[config.mk]
export PLATFORM = sky130hd
export DESIGN_NAME = tdp_ram_param
export DESIGN_NICKNAME = d
export VERILOG_FILES = /design/src/rtl/tdp_ram_pkg.sv /design/src/rtl/tdp_ram_init_seq.sv /design/src/rtl/tdp_ram_param.sv
export SDC_FILE = /design/constraint.sdc
export NUM_CORES = 2
export LEC_CHECK = 0
export CAP_MARGIN = 0
export CORE_MARGIN = 2
export CORE_UTILIZATION = 60
export CTS_BUF_LIST = sky130_fd_sc_hd__clkbuf_2 sky130_fd_sc_hd__clkbuf_4 sky130_fd_sc_hd__clkbuf_8
export CTS_CLUSTER_DIAMETER = 100
export DETAILED_ROUTE_END_ITERATION = 7
export PLACE_DENSITY = 0.76
export SYNTH_ARGS = -nofsm -noshare
export SYNTH_HDL_FRONTEND = slang
export SYNTH_SLANG_ARGS = --single-unit
[constraint.sdc]
create_clock -name clk -period 3.5 [get_ports clk]
set_input_delay 0.35 -clock clk [delete_from_list [all_inputs] [get_ports clk]]
set_output_delay 0.35 -clock clk [all_outputs]
set_load 0.01 [all_outputs]
[src/rtl/tdp_ram_pkg.sv]
// Shared constants and types for the parametrised true dual-port RAM.
// Read-during-write mode encodings and the clear-sequencer state type.
package tdp_ram_pkg;

    localparam int RM_WRITE_FIRST = 0;
    localparam int RM_READ_FIRST  = 1;
    localparam int RM_NO_CHANGE   = 2;

    typedef enum logic {
        ST_CLEAR = 1'b0,
        ST_READY = 1'b1
    } seq_state_t;

endpackage

[src/rtl/tdp_ram_init_seq.sv]
// Clear-after-reset sequencer: writes zero to one word per cycle, 0..DEPTH-1,
// then parks in READY and raises init_done.
//
// state    | meaning
// ---------+-------------------------------------------------------------
// ST_CLEAR | zeroing word at addr each cycle; ports are locked out
// ST_READY | memory cleared, init_done=1, ports accepted
module tdp_ram_init_seq
    import tdp_ram_pkg::*;
#(
    parameter int AW = 7
) (
    input  logic          clk,
    input  logic          rst_n,
    output logic          clr_we,
    output logic [AW-1:0] clr_addr,
    output logic          init_done
);

    seq_state_t    state;
    seq_state_t    state_nxt;
    logic [AW-1:0] addr;
    logic [AW-1:0] addr_nxt;

    always_ff @(posedge clk or negedge rst_n) begin
        if (!rst_n) begin
            state <= ST_CLEAR;
            addr  <= '0;
        end else begin
            state <= state_nxt;
            addr  <= addr_nxt;
        end
    end

    always_comb begin
        state_nxt = state;
        addr_nxt  = addr;
        clr_we    = 1'b0;
        init_done = 1'b0;
        case (state)
            ST_CLEAR: begin
                clr_we = 1'b1;
                // Terminal count is the all-ones address; wrap back to 0 on exit.
                if (addr == {AW{1'b1}}) begin
                    state_nxt = ST_READY;
                    addr_nxt  = '0;
                end else begin
                    addr_nxt = addr + AW'(1);
                end
            end
            ST_READY: begin
                init_done = 1'b1;
            end
            default: begin
                state_nxt = ST_CLEAR;
                addr_nxt  = '0;
            end
        endcase
    end

    assign clr_addr = addr;

endmodule

[src/rtl/tdp_ram_param.sv]
// Parametrised true dual-port RAM with byte enables, selectable read-during-write,
// cross-port collision flag and clear-after-reset. Macro TDP_RAM_OUTREG_EN adds an output stage.
module tdp_ram_param
    import tdp_ram_pkg::*;
#(
    parameter int DW        = 8,
    parameter int AW        = 7,
    parameter int READ_MODE = 0
) (
    input  logic            clk,
    input  logic            rst_n,
    input  logic            en1,
    input  logic            we1,
    input  logic [DW/8-1:0] be1,
    input  logic [AW-1:0]   a1,
    input  logic [DW-1:0]   d1,
    output logic [DW-1:0]   q1,
    input  logic            en2,
    input  logic            we2,
    input  logic [DW/8-1:0] be2,
    input  logic [AW-1:0]   a2,
    input  logic [DW-1:0]   d2,
    output logic [DW-1:0]   q2,
    output logic            coll,
    output logic            init_done
);

    localparam int NB    = DW / 8;
    localparam int DEPTH = 2 ** AW;

    logic [DW-1:0] mem [DEPTH];

    logic          clr_we;
    logic [AW-1:0] clr_addr;
    logic          ready;

    tdp_ram_init_seq #(.AW(AW)) u_init_seq (
        .clk       (clk),
        .rst_n     (rst_n),
        .clr_we    (clr_we),
        .clr_addr  (clr_addr),
        .init_done (ready)
    );

    logic          rd1, rd2, wr1, wr2;
    logic [DW-1:0] old1, old2, new1, new2;
    logic [NB-1:0] wm1, wm2;
    logic [DW-1:0] q1_r, q2_r, q1_nxt, q2_nxt;
    logic          coll_r, coll_nxt;

    always_comb begin
        rd1  = en1 & ready;
        rd2  = en2 & ready;
        wr1  = rd1 & we1 & (|be1);
        wr2  = rd2 & we2 & (|be2);
        old1 = mem[a1];
        old2 = mem[a2];
        new1 = old1;
        new2 = old2;
        for (int i = 0; i < NB; i++) begin
            if (be1[i]) new1[8*i +: 8] = d1[8*i +: 8];
            if (be2[i]) new2[8*i +: 8] = d2[8*i +: 8];
        end
        wm1 = wr1 ? be1 : '0;
        wm2 = wr2 ? be2 : '0;
        // Same-address double write: port 1 owns every byte it enables.
        if (a1 == a2) wm2 = wm2 & ~wm1;
    end

    always_ff @(posedge clk) begin
        if (clr_we) begin
            mem[clr_addr] <= '0;
        end else begin
            for (int i = 0; i < NB; i++) begin
                if (wm1[i]) mem[a1][8*i +: 8] <= d1[8*i +: 8];
                if (wm2[i]) mem[a2][8*i +: 8] <= d2[8*i +: 8];
            end
        end
    end

    always_comb begin
        q1_nxt = q1_r;
        q2_nxt = q2_r;
        if (!ready) begin
            q1_nxt = '0;
            q2_nxt = '0;
        end else begin
            if (rd1) begin
                if (!wr1)                          q1_nxt = old1;
                else if (READ_MODE == RM_READ_FIRST) q1_nxt = old1;
                else if (READ_MODE == RM_NO_CHANGE)  q1_nxt = q1_r;
                else                               q1_nxt = new1;
            end
            if (rd2) begin
                if (!wr2)                          q2_nxt = old2;
                else if (READ_MODE == RM_READ_FIRST) q2_nxt = old2;
                else if (READ_MODE == RM_NO_CHANGE)  q2_nxt = q2_r;
                else                               q2_nxt = new2;
            end
        end
        coll_nxt = ready & en1 & en2 & (a1 == a2) & (we1 | we2);
    end

    always_ff @(posedge clk or negedge rst_n) begin
        if (!rst_n) begin
            q1_r   <= '0;
            q2_r   <= '0;
            coll_r <= 1'b0;
        end else begin
            q1_r   <= q1_nxt;
            q2_r   <= q2_nxt;
            coll_r <= coll_nxt;
        end
    end

`ifdef TDP_RAM_OUTREG_EN
    logic [DW-1:0] q1_o, q2_o;
    logic          coll_o;

    always_ff @(posedge clk or negedge rst_n) begin
        if (!rst_n) begin
            q1_o   <= '0;
            q2_o   <= '0;
            coll_o <= 1'b0;
        end else if (!ready) begin
            q1_o   <= '0;
            q2_o   <= '0;
            coll_o <= 1'b0;
        end else begin
            q1_o   <= q1_r;
            q2_o   <= q2_r;
            coll_o <= coll_r;
        end
    end

    assign q1   = q1_o;
    assign q2   = q2_o;
    assign coll = coll_o;
`else
    assign q1   = q1_r;
    assign q2   = q2_r;
    assign coll = coll_r;
`endif

    assign init_done = ready;

endmodule

==> results.cfg <==
[run_status]
outcome = finished, final reports clean

[setup_path]
worst_ep_arrival_time_ps = 3570
longest_individual_stage_delay_on_the_worst_path_ps = 410
type_of_the_setup_path_with_the_least_slack = flop to flop
timing.critical_path.fanout_max = 15
critical-path-slowest-cell = sky130_fd_sc_hd__dfrtp_1
cp_common_cell = sky130_fd_sc_hd__buf_4
worstSetupEndpointType = flop
startpoint_type = flop
worst-endpoint-required_ps = 4120
worst_path_cell_trace = nand4_1, buf_4, buf_4, or3_1, o31ai_1, buf_4, nand2_1, o21ai_0, buf_4

[yosys]
post_synth.cell_area_avg_um2 = 13.0
synth_fa_ha_area_share_pct = 0.0198
yosys_register_bits = 1049
synth.mux.area_fraction_pct = 26.8
synthesis.area_mm2 = 0.0630
synth_top_cells_by_area = sky130_fd_sc_hd__edfxtp_1 49%, sky130_fd_sc_hd__mux2_2 13%, sky130_fd_sc_hd__mux4_2 11%
synth.yosys.seq_area_share_pct = 49.8
synth_nets = 4878
synthesized_area_fraction_occupied_by_ao_oa_aoi_and_oai_cells_pct = 11.5
synthesis.yosys.warnings = 0
synth_top_family_by_area = multiplexers
synth_simple_gate_area_share_pct = 7.70
synth_async_sr_flop_share_pct = 2.38
synth_enable_flop_cells = 1024
synth_top_area_share_pct = 48.8
yosysTopAreaCell = sky130_fd_sc_hd__edfxtp_1
post_synth_xor_area_fraction_pct = 0.167
post_synth_num_cell_types = 85
syn_inst = 4839
synth_top_flop_cell = sky130_fd_sc_hd__edfxtp_1

[flow_run]
cap_viol_max_count = 0

[floorplan]
floorplan.core_area_mm2 = 0.104
die_width_um = 328
dieHeight_um = 328
die_area_mm2 = 0.108
i_o_pins = 56
number_of_standard_cell_rows_in_the_floorplan = 118
floorplan.initialDensity_pct = 60.7

[sta]
achievable-frequency_mhz = 339
fin_tns_setup_ps = 0
pin_slew_with_the_least_headroom_to_its_limit_ps = 1390
final_worst_path_period_share_pct = 84.3
slew_headroom_pct = 7.04
finalSetupViolations = 0
grt_setup_unrepaired = no
slew_violations = 0
period_needed_ps = 2950
hold_viol = 0
finClkSkew_ps = 36.5

[route]
route.detailed.drc = 0
wl_per_cell_um = 43.3
drtIter0Drc = 11900
drt.antenna.violating_nets = 0
route.vias.total = 54200
drt_wl_total_mm = 288
drt-pass1-iter-count = 7
via_density = 8.15

[pwr]
p_leak_nw = 23.7
power.density_cell_area_mw_per_mm2 = 383
power.total_mw = 27.6
vdd.ir_drop.worst_mv = 0.416

[finish]
fin_nets = 5147
final_util_pct = 69.5
multi_input_area_mm2 = 0.0292
layout.cells.non_filler = 6650
synthToLayoutAreaGrowth_pct = 14.4
ratio_of_cells_with_drive_above_1_in_the_final_layout_pct = 40.1
regArea_mm2 = 0.0314
fillers = 7446

[global_routing]
grt_max_degree = 82
first_global_vias = 49900
grt_pass1_wl_mm = 394
globalRoute.totalOverflow = 0
grt-busiest-layer = met2
globalRouteMet1Util_pct = 69.6
met3_usage_pct = 22.8
number_of_antenna_violations_at_the_first_check_in_global_routing = 29
grt_use_met2_pct = 71.2
global_route.usage.total_pct = 52.8

[clocking]
clock_sink_count = 1049
post_cts.repair.setup_buffers = 0
cts_resized = 0
cts.hold.buffers_added = 1
number_of_buffers_created_by_cts = 180
h-tree-depth = 4
cts.path.max_buffers = 3
cts_tree = done
clock-root-buffer = sky130_fd_sc_hd__clkbuf_8
cts_clk_pin_slew_worst_paths_ps = 70
clk_latency_ps = 920

[placed_design]
gp_congestion = 1.06
port_buffers = 55
post-dp-hpwl_mm = 196
place.detailed.instances = 6305

[hold_path]
hold_class = input port to flop
[layer usage]
metal,vias to the layer above,routed length [um]
met5,-,299
met4,24,23700
met3,1432,54200
met2,6427,115000
met1,26300,94500
li1,20000,-
[cell families after synthesis]
| logic type | after synthesis |
|---|---|
| xor+xnor | 12 |
| mux | 1187 |
| fa+ha+maj | 1 |
| flops | 1049 |
| buf+inv | 577 |
| compound gates | 1110 |
| simple gates | 903 |
[stage by stage]
stage | hold WS [ps] | instance area (um2) | setup WS, ps
2_1_floorplan | 54.4 | 63000 | 392
3_3_place_gp | 572 | 68500 | -60.5
3_5_place_dp | 583 | 68500 | 12.5
4_1_cts | 33.0 | 72000 | 658
5_1_grt | 99.2 | 72000 | 398
6_report | 83.7 | 72100 | 550
[cell type report]
type	instances	area share (%)
Sequential cell	1049	43.5
Multi-Input combinational cell	3213	40.6
Timing Repair Buffer	649	8.48
Clock buffer	227	3.97
Tap cell	1380	2.40
Clock inverter	96	0.937
Inverter	15	0.0781
Antenna cell	21	0.0729
[critical path, delay by kind of cell, from the launching register on]
family | cells | cell delay, ps
AND/OR/NAND/NOR | 3 | 770
flip-flops | 1 | 410
AO/OA/AOI/OAI | 2 | 530
buffers and inverters | 4 | 910
[report_power, final]
group / leakage (nW) / switching, mW / internal, mW
sequential: 7.42 / 0 / 13.6
combinational: 14.4 / 1.77 / 0.771
clock: 1.86 / 5.61 / 5.91
[placed cells by master, fill, tap and decap left out, types with 48 or more instances in the layout]
cell                          n
sky130_fd_sc_hd__a21oi_1     68
sky130_fd_sc_hd__a221oi_1    78
sky130_fd_sc_hd__a22oi_1    193
sky130_fd_sc_hd__buf_12      90
sky130_fd_sc_hd__buf_4      513
sky130_fd_sc_hd__clkbuf_8   185
sky130_fd_sc_hd__edfxtp_1  1024
sky130_fd_sc_hd__mux2_2     741
sky130_fd_sc_hd__mux2i_1     94
sky130_fd_sc_hd__mux4_2     321
sky130_fd_sc_hd__nand2_1    171
sky130_fd_sc_hd__nand2_4     48
sky130_fd_sc_hd__nand3_1    363
sky130_fd_sc_hd__nor2_1     106
sky130_fd_sc_hd__o21ai_0    478
sky130_fd_sc_hd__o22ai_1     60
[final timing paths]
check	startpoint	endpoint	slack, ps	cells past startpoint
worst max-delay path	u_init_seq.state$_DFF_PN0_	mem[18][0]$_DFFE_PP_	550	9
worst min-delay path	d2[6]	q2[6]$_DFFE_PN0P_	80	3
worst max register to register	u_init_seq.state$_DFF_PN0_	mem[18][0]$_DFFE_PP_	550	9
max in group asynchronous	rst_n	q1[5]$_DFFE_PN0P_	2820	3
min in group asynchronous	rst_n	q1[7]$_DFFE_PN0P_	370	3
worst min register to register	u_init_seq.clr_addr[4]$_DFFE_PN0N_	u_init_seq.clr_addr[4]$_DFFE_PN0N_	600	1
[cells in the mapped netlist (68+ instances only)]
| cell | count |
|---|---|
| sky130_fd_sc_hd__a22oi_1 | 193 |
| sky130_fd_sc_hd__a21oi_1 | 68 |
| sky130_fd_sc_hd__edfxtp_1 | 1024 |
| sky130_fd_sc_hd__mux2i_1 | 94 |
| sky130_fd_sc_hd__a221oi_1 | 78 |
| sky130_fd_sc_hd__nand3_1 | 363 |
| sky130_fd_sc_hd__mux2_2 | 741 |
| sky130_fd_sc_hd__nor2_1 | 115 |
| sky130_fd_sc_hd__clkbuf_1 | 344 |
| sky130_fd_sc_hd__mux4_2 | 321 |
| sky130_fd_sc_hd__o21ai_0 | 479 |
| sky130_fd_sc_hd__buf_2 | 118 |
| sky130_fd_sc_hd__nand2_1 | 171 |
[state kept, by name (all words and copies together), names as in the netlist]
| register | cells |
|---|---|
| q2 | 8 |
| u_init_seq.state | 1 |
| mem | 1024 |
| u_init_seq.clr_addr | 7 |
| coll | 1 |
| q1 | 8 |
Power figures use the tool's default switching activity.
